`config.mk`:
```
export PLATFORM = sky130hd
export DESIGN_NAME = touch_spi_responder
export DESIGN_NICKNAME = d
export VERILOG_FILES = /design/src/rtl/touch_spi_responder.sv
export SDC_FILE = /design/constraint.sdc
export NUM_CORES = 1
export LEC_CHECK = 0
export ABC_AREA = 1
export CORE_UTILIZATION = 37
export DETAILED_ROUTE_END_ITERATION = 6
export PLACE_DENSITY = 0.68
export SLEW_MARGIN = 20
export SYNTH_ARGS = -nofsm -noshare
export SYNTH_HDL_FRONTEND = slang
export SYNTH_SLANG_ARGS = --single-unit
```
`constraint.sdc`:
```
create_clock -name FAB_CLK -period 2.2 [get_ports FAB_CLK]
set_input_delay 0.66 -clock FAB_CLK [delete_from_list [all_inputs] [get_ports FAB_CLK]]
set_output_delay 0.66 -clock FAB_CLK [all_outputs]
set_load 0.02 [all_outputs]
```
`src/rtl/touch_spi_responder.sv`:
```
// XPT2046-style touch controller emulated as an SPI mode-0 slave, oversampled on FAB_CLK.
// Optional build macro TOUCH_AVG_EN turns each snapshot into a rounded running average.
module touch_spi_responder #(
  parameter int SYNC_STAGES = 2,
  parameter int FRAME_BITS  = 24
) (
  input  logic        FAB_CLK,
  input  logic        FAB_RESET,
  input  logic        SPI_SCLK,
  input  logic        SPI_SS_N,
  input  logic        SPI_MOSI,
  output logic        SPI_MISO,
  output logic        SPI_MISO_OE,
  input  logic        SAMPLE_VALID,
  input  logic [11:0] X_POS,
  input  logic [11:0] Y_POS,
  input  logic [11:0] Z1_VAL,
  input  logic [11:0] Z2_VAL,
  input  logic        TOUCHED,
  output logic        PENIRQ_N,
  output logic        CMD_VALID,
  output logic [7:0]  CMD_BYTE,
  output logic [1:0]  DBG_STATE
);
  localparam int CW = $clog2(FRAME_BITS + 1);

  typedef enum logic [1:0] {IDLE = 2'd0, CMD = 2'd1, DATA = 2'd2, IGNORE = 2'd3} state_t;
  state_t state_q;

  logic [SYNC_STAGES-1:0] sclk_sync_q, ss_sync_q, mosi_sync_q, fill_q;
  logic              sclk_prev_q, ss_prev_q;
  logic              sclk_s, ss_s, mosi_s, sclk_rise, sclk_fall, ss_fall;
  logic [CW-1:0]     cnt_q, cnt_d;
  logic [6:0]        cmd_sr_q;
  logic [7:0]        cmd_d, cmd_byte_q;
  logic [11:0]       x_q, y_q, z1_q, z2_q, resp_q, resp_d;
  logic              mode8_q, pen_en_q, miso_q, miso_d, oe_q, penirq_n_q, cmd_valid_q;

  assign sclk_s    = sclk_sync_q[SYNC_STAGES-1];
  assign ss_s      = ss_sync_q[SYNC_STAGES-1];
  assign mosi_s    = mosi_sync_q[SYNC_STAGES-1];
  assign sclk_rise = sclk_s & ~sclk_prev_q;
  assign sclk_fall = ~sclk_s & sclk_prev_q;
  // SAMPLE_VALID and CMD_VALID are single-cycle strobes with no back-pressure.
  assign ss_fall   = ~ss_s & ss_prev_q;
  assign cmd_d     = {cmd_sr_q, mosi_s};
  assign cnt_d     = (cnt_q == CW'(FRAME_BITS)) ? cnt_q : cnt_q + CW'(1);

  always_comb begin
    resp_d = 12'h000;
    case (cmd_d[6:4])
      3'b001:  resp_d = y_q;
      3'b101:  resp_d = x_q;
      3'b011:  resp_d = z1_q;
      3'b100:  resp_d = z2_q;
      default: resp_d = 12'h000;
    endcase
  end

  // Bit to present for the next rising edge: rising r in 10..21 carries resp[21-r].
  always_comb begin
    miso_d = 1'b0;
    for (int i = 0; i < 12; i++) begin
      if ((int'(cnt_q) + 1 == 21 - i) && (!mode8_q || i >= 4)) miso_d = resp_q[i];
    end
  end

`ifdef TOUCH_AVG_EN
  logic snap_loaded_q;

  function automatic logic [11:0] avg12(input logic [11:0] a, input logic [11:0] b);
    logic [12:0] s;
    s = {1'b0, a} + {1'b0, b} + 13'd1;
    return s[12:1];
  endfunction

  always_ff @(posedge FAB_CLK) begin
    if (FAB_RESET) begin
      snap_loaded_q <= 1'b0;
      x_q <= '0; y_q <= '0; z1_q <= '0; z2_q <= '0;
    end else if (SAMPLE_VALID) begin
      snap_loaded_q <= 1'b1;
      x_q  <= snap_loaded_q ? avg12(x_q, X_POS)   : X_POS;
      y_q  <= snap_loaded_q ? avg12(y_q, Y_POS)   : Y_POS;
      z1_q <= snap_loaded_q ? avg12(z1_q, Z1_VAL) : Z1_VAL;
      z2_q <= snap_loaded_q ? avg12(z2_q, Z2_VAL) : Z2_VAL;
    end
  end
`else
  always_ff @(posedge FAB_CLK) begin
    if (FAB_RESET) begin
      x_q <= '0; y_q <= '0; z1_q <= '0; z2_q <= '0;
    end else if (SAMPLE_VALID) begin
      x_q <= X_POS; y_q <= Y_POS; z1_q <= Z1_VAL; z2_q <= Z2_VAL;
    end
  end
`endif

  always_ff @(posedge FAB_CLK) begin
    if (FAB_RESET) begin
      sclk_sync_q <= '0;
      ss_sync_q   <= '1;
      mosi_sync_q <= '0;
      fill_q      <= '0;
      sclk_prev_q <= 1'b0;
      ss_prev_q   <= 1'b0;
      state_q     <= IDLE;
      cnt_q       <= '0;
      cmd_sr_q    <= '0;
      cmd_byte_q  <= 8'h00;
      cmd_valid_q <= 1'b0;
      resp_q      <= '0;
      mode8_q     <= 1'b0;
      pen_en_q    <= 1'b1;
      miso_q      <= 1'b0;
      oe_q        <= 1'b0;
      penirq_n_q  <= 1'b1;
    end else begin
      sclk_sync_q <= {sclk_sync_q[SYNC_STAGES-2:0], SPI_SCLK};
      ss_sync_q   <= {ss_sync_q[SYNC_STAGES-2:0], SPI_SS_N};
      mosi_sync_q <= {mosi_sync_q[SYNC_STAGES-2:0], SPI_MOSI};
      fill_q      <= {fill_q[SYNC_STAGES-2:0], 1'b1};
      sclk_prev_q <= sclk_s;
      // Until the chain holds real samples SS_N is not trusted, so a select held low
      // across reset never looks like a fresh falling edge.
      ss_prev_q   <= fill_q[SYNC_STAGES-1] ? ss_s : 1'b0;
      cmd_valid_q <= 1'b0;
      oe_q        <= ~ss_s;
      penirq_n_q  <= ~(TOUCHED & pen_en_q & ss_s);
      if (ss_s) begin
        state_q  <= IDLE;
        cnt_q    <= '0;
        cmd_sr_q <= '0;
        miso_q   <= 1'b0;
      end else begin
        case (state_q)
          IDLE: if (ss_fall) begin
            state_q <= CMD;
            cnt_q   <= '0;
          end
          CMD: if (sclk_rise) begin
            cnt_q    <= cnt_d;
            cmd_sr_q <= cmd_d[6:0];
            if (cnt_q == CW'(7)) begin
              if (cmd_d[7]) begin
                cmd_byte_q  <= cmd_d;
                cmd_valid_q <= 1'b1;
                resp_q      <= resp_d;
                mode8_q     <= cmd_d[3];
                pen_en_q    <= (cmd_d[1:0] == 2'b00);
                state_q     <= DATA;
              end else begin
                state_q <= IGNORE;
              end
            end
          end
          DATA: begin
            if (sclk_rise) cnt_q <= cnt_d;
            if (sclk_fall) miso_q <= miso_d;
          end
          default: begin
            if (sclk_rise) cnt_q <= cnt_d;
            miso_q <= 1'b0;
          end
        endcase
      end
    end
  end

  assign SPI_MISO    = miso_q;
  assign SPI_MISO_OE = oe_q;
  assign PENIRQ_N    = penirq_n_q;
  assign CMD_VALID   = cmd_valid_q;
  assign CMD_BYTE    = cmd_byte_q;
  assign DBG_STATE   = state_q;
endmodule

```
After elaboration in Yosys (flattened, before gate mapping)
Cells that the tools add are included.
W data, S select, Z words.
- register bits: 98
- latch bits: 0
- memory bits (writable): 0
- bits in read-only memories: 0
- input port bits: 55
- memories kept: 0
- add/subtract/negate cells: 2
- multipliers: 0
- divide/modulo/power cells: 0
- order comparisons: 0
- eq/ne operators: 25
- shifts and indexed selects: 0
- mux-type cells: 26
- bitwise operators: 14
- reductions and logical operators: 18
- operator list (cell ; number):
    $eq A32 B6 Y1 const B ; 6
    $eq A32 B5 Y1 const B ; 5
    $pmux W12 S4 ; 1
    $mux W5 ; 4
    $mux W1 ; 16
    $not A1 Y1 ; 9
    $ne A2 B2 Y1 const B ; 4
    $add A5 B1 Y6 const B ; 1
    $eq A3 B3 Y1 const B ; 2
    $eq A6 B4 Y1 const B ; 1
    $mux W2 ; 3
    $reduce_or A2 Y1 ; 3
    $add A5 B1 Y5 const B ; 1
    $and A1 B1 Y1 ; 5
    $eq A5 B3 Y1 const B ; 1
    $eq A5 B5 Y1 const B ; 1
    $reduce_and A5 Y1 ; 1
    $reduce_or A5 Y1 ; 1
    $logic_and A1 B1 Y1 ; 4
    $logic_not A2 Y1 ; 2
    $pmux W2 S2 ; 1
    $reduce_and A2 Y1 ; 2
    $reduce_and A4 Y1 ; 1
    $reduce_bool A2 Y1 ; 2
    other kinds (8) ; 8

Longest topological paths before layout
- depth after elaboration: 17
- depth in mapped cells: 17
- mapped depth without buffers: 17

Worst setup path after synthesis
OpenSTA, ideal clock, no wires.
- kind: flip-flop to flip-flop
- start: register cnt_q[0]
- end: register miso_q, in the netlist SPI_MISO
- library setup time: 0.119 ns
- arrival: 1.578 ns
- data required time: 2.081 ns
- slack: 0.503 ns
- stages on the path, launching flop included: 14
- path buffers: 0
- period minus slack after synthesis: 1.697 ns
- cell sequence: dfxtp_1 -> ha_1 -> nand2_4 -> o21ai_2 -> nand2_2 -> nand2_2 -> nor2_2 -> and3_1 -> a21oi_1 -> nand2_1 -> nand2_1 -> nand2_1 -> nand2_1 -> a21oi_2
- word-level cells in the longest chain between the ends: 17
- elaborated cells on any way between the ends: 31
- classes of those cells: 1 x add/sub; 12 x eq/ne; 14 x mux; 4 x reduce/logical
- ends and longest elaborated chain (what ; line ; text):
    start: declaration ; 33 ; logic [CW-1:0] cnt_q, cnt_d;
    start signal: assignment ; 142 ; cnt_q <= cnt_d;
    start signal: assignment ; 158 ; if (sclk_rise) cnt_q <= cnt_d;
    start signal: assignment ; 162 ; if (sclk_rise) cnt_q <= cnt_d;
    $add A5 B1 Y6 (*) ; 64 ; if ((int'(cnt_q) + 1 == 21 - i) && (!mode8_q || i >= 4)) miso_d = resp_q[i];
    $eq A32 B6 Y1 ; 64 ;
    $logic_and A1 B1 Y1 ; 64 ;
    $mux W1 (11 in a row) ; 64 ;
    $mux W1 (*) ; 64 ;
    $mux W1 (*) ; 159 ; if (sclk_fall) miso_q <= miso_d;
    $pmux W1 S2 (*) ; 136 ; case (state_q)
    end signal: assignment ; 159 ;
    end: declaration ; 37 ; logic mode8_q, pen_en_q, miso_q, miso_d, oe_q, penirq_n_q, cmd_valid_q;
Mark *: on every way between the ends. The rest lies on a longest branch, timed or not. The select of a mux whose other input is x is not followed.
A chain may end at the register's enable or synchronous reset.

Worst setup path in the final report
- start: register cmd_byte_q[3], in the netlist CMD_BYTE[3]
- end: output port CMD_BYTE[3]
- RTL lines (what ; line ; text):
    start: declaration ; 35 ; logic [7:0] cmd_d, cmd_byte_q;
    start signal: assignment ; 146 ; cmd_byte_q <= cmd_d;
    end: declaration ; 22 ; output logic [7:0] CMD_BYTE,
No word-level cell between the ends.

==> impl_metrics.env <==
export IMPL_drt_wl_total_um=9140
export IMPL_finalSetupTns_ps=0
export IMPL_cts_hold_buf=0
export IMPL_clockBufferDepth=2
export IMPL_die_width_um=107
export IMPL_slew_limit_headroom=0.641
export IMPL_grt_total_usage=0.170
export IMPL_postRouteAntennaNets=0
export IMPL_hold_class="flop to flop"
export IMPL_r2r_end="resp_q[5]"
export IMPL_maxCapViolCount=0
export IMPL_yosysWarnings=0
export IMPL_tritoncts="done"
export IMPL_start_util=0.388
export IMPL_r2r_slack_ps=230
export IMPL_ctsResizeCount=0
export IMPL_layout_nets=651
export IMPL_diodes=0
export IMPL_async_reset_ff_frac=0
export IMPL_synth_edf_count=0
export IMPL_detail_route_iter0_violations=98
export IMPL_dp_hpwl_um=6760
export IMPL_die_h_um=107
export IMPL_cp_end_kind="output pin"
export IMPL_clk_pin_slew_ps=90
export IMPL_fmax_ghz=0.485
export IMPL_crit_family="buffers and inverters"
export IMPL_finalPower_w=0.00339
export IMPL_cts_sinks=97
export IMPL_setup_viol=0
export IMPL_cp_start_kind="flop"
export IMPL_power_leakage_nw=1.98
export IMPL_syn2layout_area_growth_pct=27.6
export IMPL_grt_first_pass_wirelength_um=15200
export IMPL_syn_inst=523
export IMPL_period_share=0.937
export IMPL_synth_ff_type="dfxtp_1"
export IMPL_hold_viol=0
export IMPL_rows=37
export IMPL_io_buffers=68
export IMPL_critPathMaxStageDelay_ps=630
export IMPL_vias_per_cell=4.82
export IMPL_min_period_ps=2060
export IMPL_routedWlPerCell_um=12.5
export IMPL_cp_slowest_cell="clkdlybuf4s50_1"
export IMPL_hold_path_startpoint="fill_q[0]"
export IMPL_fill_cells=1046
export IMPL_fp_dieArea_um2=11400
export IMPL_rsz0062_at_grt="false"
export IMPL_hold_path_endpoint="fill_q[1]"
export IMPL_grt_max_degree=55
export IMPL_drcViolationCount=0
export IMPL_slew_viol_final=0
export IMPL_gp_congestion=0.837
export IMPL_avgSynthCellArea_um2=7.76
export IMPL_antenna_found_initial=0
export IMPL_fin_skew_ps=6.57
export IMPL_peakVddDrop_v=0.000336
export IMPL_holdPathStages=2
export IMPL_power_density_nw_per_um2=654
export IMPL_cp_max_fo=3
export IMPL_tightest_slew_ps=536
export IMPL_clockRootBuffer="clkbuf_8"
export IMPL_synth_fp_nets=583
export IMPL_cp_cell_sequence="clkdlybuf4s50_1"
export IMPL_reg2reg_from="cnt_q[0]"
export IMPL_worstPathArrival_ps=1400
export IMPL_design_area_um2=5180
export IMPL_insertion_delay_ps=350
export IMPL_status="finished clean"
export IMPL_ios=69
export IMPL_htreeDepth=3
export IMPL_syn_area_um2=4060
export IMPL_worst_path_buf_inv=1
export IMPL_cts_buffers=9
export IMPL_ys_seq_area_frac=0.478
export IMPL_required_ps=1540
export IMPL_synth_cell_types=33
export IMPL_fp_coreArea_um2=10500
export IMPL_reg2reg_depth=10
export IMPL_grt_pass1_vias=3312
export IMPL_vias=3531
export IMPL_dpl_cell_area_um2=4910
export IMPL_timing_worst_setup_path_type="flop to output pin"
export IMPL_ys_ff_latch=97
export IMPL_overflow=0
export IMPL_firstDrtPassIters=4
export IMPL_final_layout_size_suffix_gt1_frac=0.114
-- report_power, final --
part           switching (W)  internal, W  leakage (nW)
Sequential         0.0000176      0.00182         0.797
Combinational       0.000126     0.000143          1.07
Clock               0.000570     0.000705         0.111
Total               0.000714      0.00267          1.98
-- worst max path at each step --
stage / from / endpoint / slack, ps / cells after the start
4_1_cts: CMD_BYTE[3] / CMD_BYTE[3] / 120 / 1
3_3_place_gp: cnt_q[0] / resp_q[0] / 310 / 9
5_1_grt: cnt_q[0] / SPI_MISO / 50 / 14
3_5_place_dp: cnt_q[0] / resp_q[0] / 230 / 9
2_1_floorplan: cnt_q[0] / SPI_MISO / 500 / 13
6_report: CMD_BYTE[3] / CMD_BYTE[3] / 140 / 1
-- stage by stage --
stage,cells,setup WS (ps),utilization,hold slack [ps]
finish,732,139,0.495,424
global route,732,51.1,0.495,441
CTS,725,116,0.490,424
detailed placement,709,235,0.469,399
global placement,709,314,0.469,396
floorplan,523,503,-,386
-- layout by cell type (no fill, tap or decap), types with 2 or more instances in the layout --
| cell type | n |
|---|---|
| dfxtp_1 | 97 |
| inv_1 | 86 |
| a21oi_1 | 72 |
| clkdlybuf4s50_1 | 68 |
| o21ai_0 | 64 |
| nand2_1 | 51 |
| nor2_1 | 31 |
| o22ai_1 | 24 |
| nand3_1 | 14 |
| buf_4 | 14 |
| o21ai_2 | 11 |
| a21oi_2 | 11 |
| clkbuf_8 | 11 |
| nor3_1 | 6 |
| ha_1 | 5 |
| nand2_2 | 4 |
| inv_2 | 3 |
| clkbuf_1 | 3 |
| buf_12 | 3 |
| or2_2 | 2 |
| nand4_1 | 2 |
| bufinv_16 | 2 |
-- cells by family after synthesis --
group,synth area share
compound gates,0.256
simple gates,0.137
buf+inv,0.113
fa+ha+maj,0.0154
flops,0.478
-- final cells by class --
class                   count  area (um2)  share of cell area
clock buffers              14         163              0.0314
well taps                 136         170              0.0328
clock inverters             2        60.1              0.0116
multi-input cells         308        1660               0.320
repair buffers             85         846               0.163
flip-flops and latches     97        1940               0.375
inverters                  90         343              0.0662
-- registers in the layout, summed over array words and instances, names as in the netlist, 2 cells and up --
name and count:
cmd_sr_q 7, x_q 12, CMD_BYTE 8, DBG_STATE 2, y_q 12, mosi_sync_q 2, resp_q 12, fill_q 2
z2_q 12, cnt_q 5, ss_sync_q 2, z1_q 12, sclk_sync_q 2
-- repair_timing --
item / in CTS / in global routing
setup buffers: 0 / 7
hold endpoints to repair: 0 / 0
endpoints found under the setup margin: 0 / 1
-- synth_stat cells (2+ instances only) --
cell type / count / area, um2
dfxtp_1: 97 / 1940
or2_2: 2 / 12.5
nor2_1: 31 / 116
o21ai_0: 64 / 320
nand3_1: 14 / 70.1
a21oi_1: 72 / 360
nor3_1: 6 / 30.0
o21ai_2: 11 / 96.3
o22ai_1: 24 / 150
clkbuf_1: 24 / 90.1
inv_2: 2 / 7.51
nand4_1: 2 / 12.5
nand2_1: 51 / 191
a21oi_2: 11 / 96.3
nand2_2: 4 / 25.0
ha_1: 5 / 62.6
inv_1: 87 / 327
-- per-layer routing --
metal  track usage  part of all wire  up-vias
met2         0.279              0.46       88
li1              -                 -     1847
met1         0.219              0.48     1587
met3        0.0292             0.047        9
met5             0                 0        -
met4        0.0705             0.014        0
No activity file was read; power rests on OpenSTA's default activity.
==> edit 1: new RTL, same settings <==
The parameter `SYNC_STAGES` goes from 2 to 4.
--- a/src/rtl/touch_spi_responder.sv
+++ b/src/rtl/touch_spi_responder.sv
@@ -1,7 +1,7 @@
 // XPT2046-style touch controller emulated as an SPI mode-0 slave, oversampled on FAB_CLK.
 // Optional build macro TOUCH_AVG_EN turns each snapshot into a rounded running average.
 module touch_spi_responder #(
-  parameter int SYNC_STAGES = 2,
+  parameter int SYNC_STAGES = 4,
   parameter int FRAME_BITS  = 24
 ) (
   input  logic        FAB_CLK,
Function: changed (Yosys sat finds a counterexample within 4 cycles, from zero or initial values and one cycle with FAB_RESET high).
==> edit 1 against the unedited design <==
Total power up 14%. Setup slack improved by 0.012 ns. Wire length rose by 2.2%. Clock power is 27% higher. Synthesized area is 5.5% higher. Design area rose by 5.0%. Sequential cell count rose by 8. Die area increased by 5.3%. Critical path type unchanged. Highest routed layer unchanged.
==> edit 1: results (changes against the unedited design) <==
* Status: finished clean
* Nets at 667 (+2.5%)
* Commonest cells in the netlist: dfxtp_1 (105), inv_1 (92), a21oi_1 (72), o21ai_0 (64), nand2_1 (51)
* Met1 usage at 0.207 (-0.0121)
* Estimated wirelength of the detail-placed design at 6.81 mm (+0.78%)
* Vias per cell at 4.87 (+1.0%)
* Proportion of layout cells with a drive suffix above 1 at 0.111 (-0.00298)
* Antenna fix cells at 0 (unchanged)
* Gpl congestion at 0.856 (+2.3%)
* Cell chosen for the clock root: clkbuf_16
* R2R cell count at 17 (+7)
* Placed insts at 736 (+3.8%)
* First-pass GRT wire length at 15.3 mm (+1.1%)
* Met1 WL at 4.30 mm (-2.2%)
* GRT Overall Usage at 0.166 (-0.00380)
* Clock network area share at 0.0554 (+0.0124)
* FILL cells at 1077 (+3.0%)
* Sequential area share after synthesis at 0.491 (+0.0127)
* Multi-input gate share of total cell area at 0.311 (-0.00887)
* Largest net degree at the start of global routing at 55 (unchanged)
* Tightest Pin Transition at 0.517 ns (-0.0191 ns)
* Area of the multi-input gates at 1690 µm² (+2.1%)
* Leak at 2.06 nW (+4.0%)
* Peak VDD IR at 0.355 mV (+5.6%)
* FP Rows at 38 (+2.7%)
* Non-clock buffer share at 0.149 (-0.0147)
* Clock Skews at 0.0116 ns (+0.00502 ns)
* Met3 usage at 0.0273 (-0.00191)
* Placed instance area at 5140 µm² (+4.8%)
* Non-Clock Buffer Count at 80 (-5.9%)
* Drt initial violations at 182 (+86%)
* Top cells by area, synth: dfxtp_1 (49%), a21oi_1 (8.4%), inv_1 (8.1%)
* Metal2 WL at 4.44 mm (+5.9%)
* Pre-Repair DR Iteration Count at 5 (+1)
* Syn Area/Cell at 7.84 µm² (+1.0%)
* Metal3 WL at 408 µm (-5.6%)
* Via count at 3664 (+3.8%)
* Critical path's top delay family: buffers and inverters
* Crit Path Max Fanout at 5 (+2)
* Number of global-route vias before repair at 3382 (+2.1%)
* Setup slack at placement at 0.328 ns (+0.0935 ns)
* Seq/total area at 0.386 (+0.0115)
* Number of sequential cells at 105 (+8.2%)
edit 1: path summary, 6_finish.rpt:
kind | slack, ns | end | startpoint
max | 0.15 | DBG_STATE[0] | DBG_STATE[0]
min | 0.40 | sclk_sync_q[3] | sclk_sync_q[2]
max reg2reg | 0.33 | SPI_MISO | cnt_q[0]
min reg2reg | 0.40 | sclk_sync_q[3] | sclk_sync_q[2]
edit 1: cell families after synthesis:
| logic type | count (synthesis) | share of synthesized area |
|---|---|---|
| and+or+nand+nor | 127 | 0.138 |
| AOI/OAI and AO/OA | 184 | 0.243 |
| adders and majority gates | 5 | 0.0146 |
| buffers and inverters | 125 | 0.114 |
| DFF | 105 | 0.491 |
edit 1: report_power, final:
part | leakage [nW] | switching (W) | internal [W]
Sequential | 0.861 | 0.0000176 | 0.00197
Clock | 0.148 | 0.000720 | 0.000895
Combinational | 1.05 | 0.000125 | 0.000143
Total | 2.06 | 0.000863 | 0.00301
==> edit 2: new RTL, config.mk and constraints unchanged <==
Made on the original files. Remove the register `penirq_n_q`: a continuous assignment takes its place, so the output `PENIRQ_N` follows one clock earlier.
--- a/src/rtl/touch_spi_responder.sv
+++ b/src/rtl/touch_spi_responder.sv
@@ -114,7 +114,6 @@
       pen_en_q    <= 1'b1;
       miso_q      <= 1'b0;
       oe_q        <= 1'b0;
-      penirq_n_q  <= 1'b1;
     end else begin
       sclk_sync_q <= {sclk_sync_q[SYNC_STAGES-2:0], SPI_SCLK};
       ss_sync_q   <= {ss_sync_q[SYNC_STAGES-2:0], SPI_SS_N};
@@ -126,7 +125,6 @@
       ss_prev_q   <= fill_q[SYNC_STAGES-1] ? ss_s : 1'b0;
       cmd_valid_q <= 1'b0;
       oe_q        <= ~ss_s;
-      penirq_n_q  <= ~(TOUCHED & pen_en_q & ss_s);
       if (ss_s) begin
         state_q  <= IDLE;
         cnt_q    <= '0;
@@ -167,6 +165,8 @@
     end
   end
 
+  assign penirq_n_q = ~(TOUCHED & pen_en_q & ss_s);
+
   assign SPI_MISO    = miso_q;
   assign SPI_MISO_OE = oe_q;
   assign PENIRQ_N    = penirq_n_q;
Check against the original RTL: not equivalent (a bounded check fails within 4 cycles, from zero or initial values and one cycle with FAB_RESET high).
==> edit 2 against the unedited design <==
Core utilization down 1.4 points. Sequential cell count down 1. Wire length down 2.6%. Clock power down 20%. Setup slack worse by 0.11 ns. Design area down 2.8%. Synthesized area down 0.52%. Total power down 8.1%. Critical path type is now in2out. Highest routed layer unchanged.
==> edit 2: results (changes against the unedited design) <==
* Nets at 650 (-0.15%)
* Net Sw Power at 0.000754 W (+5.7%)
* Clk slew on worst S/H paths at 0.09 ns (about the same)
* Estimated wirelength of the detail-placed design at 6.37 mm (-5.7%)
* Antenna fix cells at 0 (unchanged)
* Number of buffers created by CTS at 9 (unchanged)
* Slowest CP cell: clkdlybuf4s50_1
* Initial antenna violation count at 0 (unchanged)
* Reg2reg end: resp_q[1]
* Critical Path Max Stage Delay at 0.46 ns (-0.17 ns)
* R2R cell count at 9 (-1)
* Commonest cells in the netlist: dfxtp_1 (96), inv_1 (84), a21oi_1 (70), o21ai_0 (64), nand2_1 (60)
* Hold Worst Slack at 0.405 ns (-0.0189 ns)
* Reg-to-reg startpoint: cnt_q[0]
* Hold Crit Class: reg2reg
* Post-Synthesis Cells at 529 (+1.1%)
* GRT Overall Usage at 0.164 (-0.00568)
* CTS H-tree lvls at 3 (unchanged)
* Leak at 1.88 nW (-5.1%)
* Clock Skews at 0.0100 ns (+0.00344 ns)
* Vias per cell at 4.85 (+0.53%)
* Drt initial violations at 151 (+54%)
* Slew Limit Headroom at 0.617 (-0.0241)
* Peak VDD IR at 0.305 mV (-9.2%)
* Placed insts at 715 (+0.85%)
* Post-CTS setup buffers at 0 (unchanged)
* Gpl congestion at 0.836 (about the same)
* Critical path's top delay family: buffers and inverters
* Asr flop ratio synth at 0 (unchanged)
* Proportion of layout cells with a drive suffix above 1 at 0.0960 (-0.0181)
* First-pass GRT wire length at 15.0 mm (-0.96%)
* Final period util at 0.987 (+0.0505)
* Worst EP arrival at 1.51 ns (+0.11 ns)
* PortBufs at 68 (unchanged)
* Top cells by area, synth: dfxtp_1 (48%), a21oi_1 (8.7%), o21ai_0 (7.9%)
* Distinct cells, synth at 30 (-9.1%)
* Routed wire length at 8.91 mm (-2.6%)
* FILL cells at 1061 (+1.4%)
* Hold_sp: fill_q[0]
* Layout area overhead at 24.7%
* Clock Latency Late Sink at 0.35 ns (about the same)
* WHS Endpoint: fill_q[1]
* Largest net degree at the start of global routing at 97 (+76%)
* Number of global-route vias before repair at 3402 (+2.7%)
* Crit Path Max Fanout at 1 (-2)
* Placed instance area at 4870 µm² (-0.71%)
* Worst hold stages at 2 (unchanged)
* Status: finished clean
* Clk buf depth at 2 (unchanged)
* Setup slack at placement at -0.199 ns (-0.434 ns)
* Sequential area share after synthesis at 0.476 (-0.00244)
* Via count at 3540 (+0.25%)
* Yosys warnings at 0 (unchanged)
* Cell chosen for the clock root: clkbuf_8
* R2r setup slk at 0.24 ns
* Syn_nets at 589 (+1.0%)
* Pre-Repair DR Iteration Count at 4 (unchanged)
## edit 2: area by class of cell
cell class,instances,share of cell area
clock inverter,4,0.00596
inverter,87,0.0648
sequential,96,0.382
tap,136,0.0338
timing repair buffer,79,0.156
clock buffer,11,0.0261
multi-input combinational,317,0.331
## edit 2: metal layers
layer	routed length (µm)	global-route usage
met2	3870	0.270
met5	0	0
met1	4500	0.214
met4	121	0.0597
met3	417	0.0294
## edit 2: worst max-delay path by stage
stage             start        end  cells past startpoint
3_3_place_gp    TOUCHED   PENIRQ_N                      3
5_1_grt         TOUCHED   PENIRQ_N                      3
3_5_place_dp    TOUCHED   PENIRQ_N                      3
6_report        TOUCHED   PENIRQ_N                      3
2_1_floorplan  cnt_q[0]  resp_q[2]                     10
4_1_cts         TOUCHED   PENIRQ_N                      3
## edit 2: power groups by stage
| stage | clock, W | combinational (W) | sequential (W) |
|---|---|---|---|
| floorplan | 0 | 0.000131 | 0.00186 |
| global placement | 0 | 0.000261 | 0.00186 |
| detailed placement | 0 | 0.000267 | 0.00186 |
| CTS | 0.00104 | 0.000267 | 0.00182 |
| global route | 0.00113 | 0.000299 | 0.00183 |
| finish | 0.00102 | 0.000265 | 0.00182 |
## edit 2: cell families after synthesis
family,after synthesis,synth area share
flops,96,0.476
compound gates,181,0.252
fa+ha+maj,5,0.0155
simple gates,131,0.144
buf+inv,116,0.112
## edit 2: tightest hold or removal path: stages, from the launching register on
cell     delay [ns]
dfxtp_1        0.30
inv_1          0.04
nor2_1         0.03
## edit 2: what timing repair did
item	CTS	global route
setup endpoints to repair	1	1
resized for setup	1	1
endpoints found under the hold margin	0	0
cloned	0	0
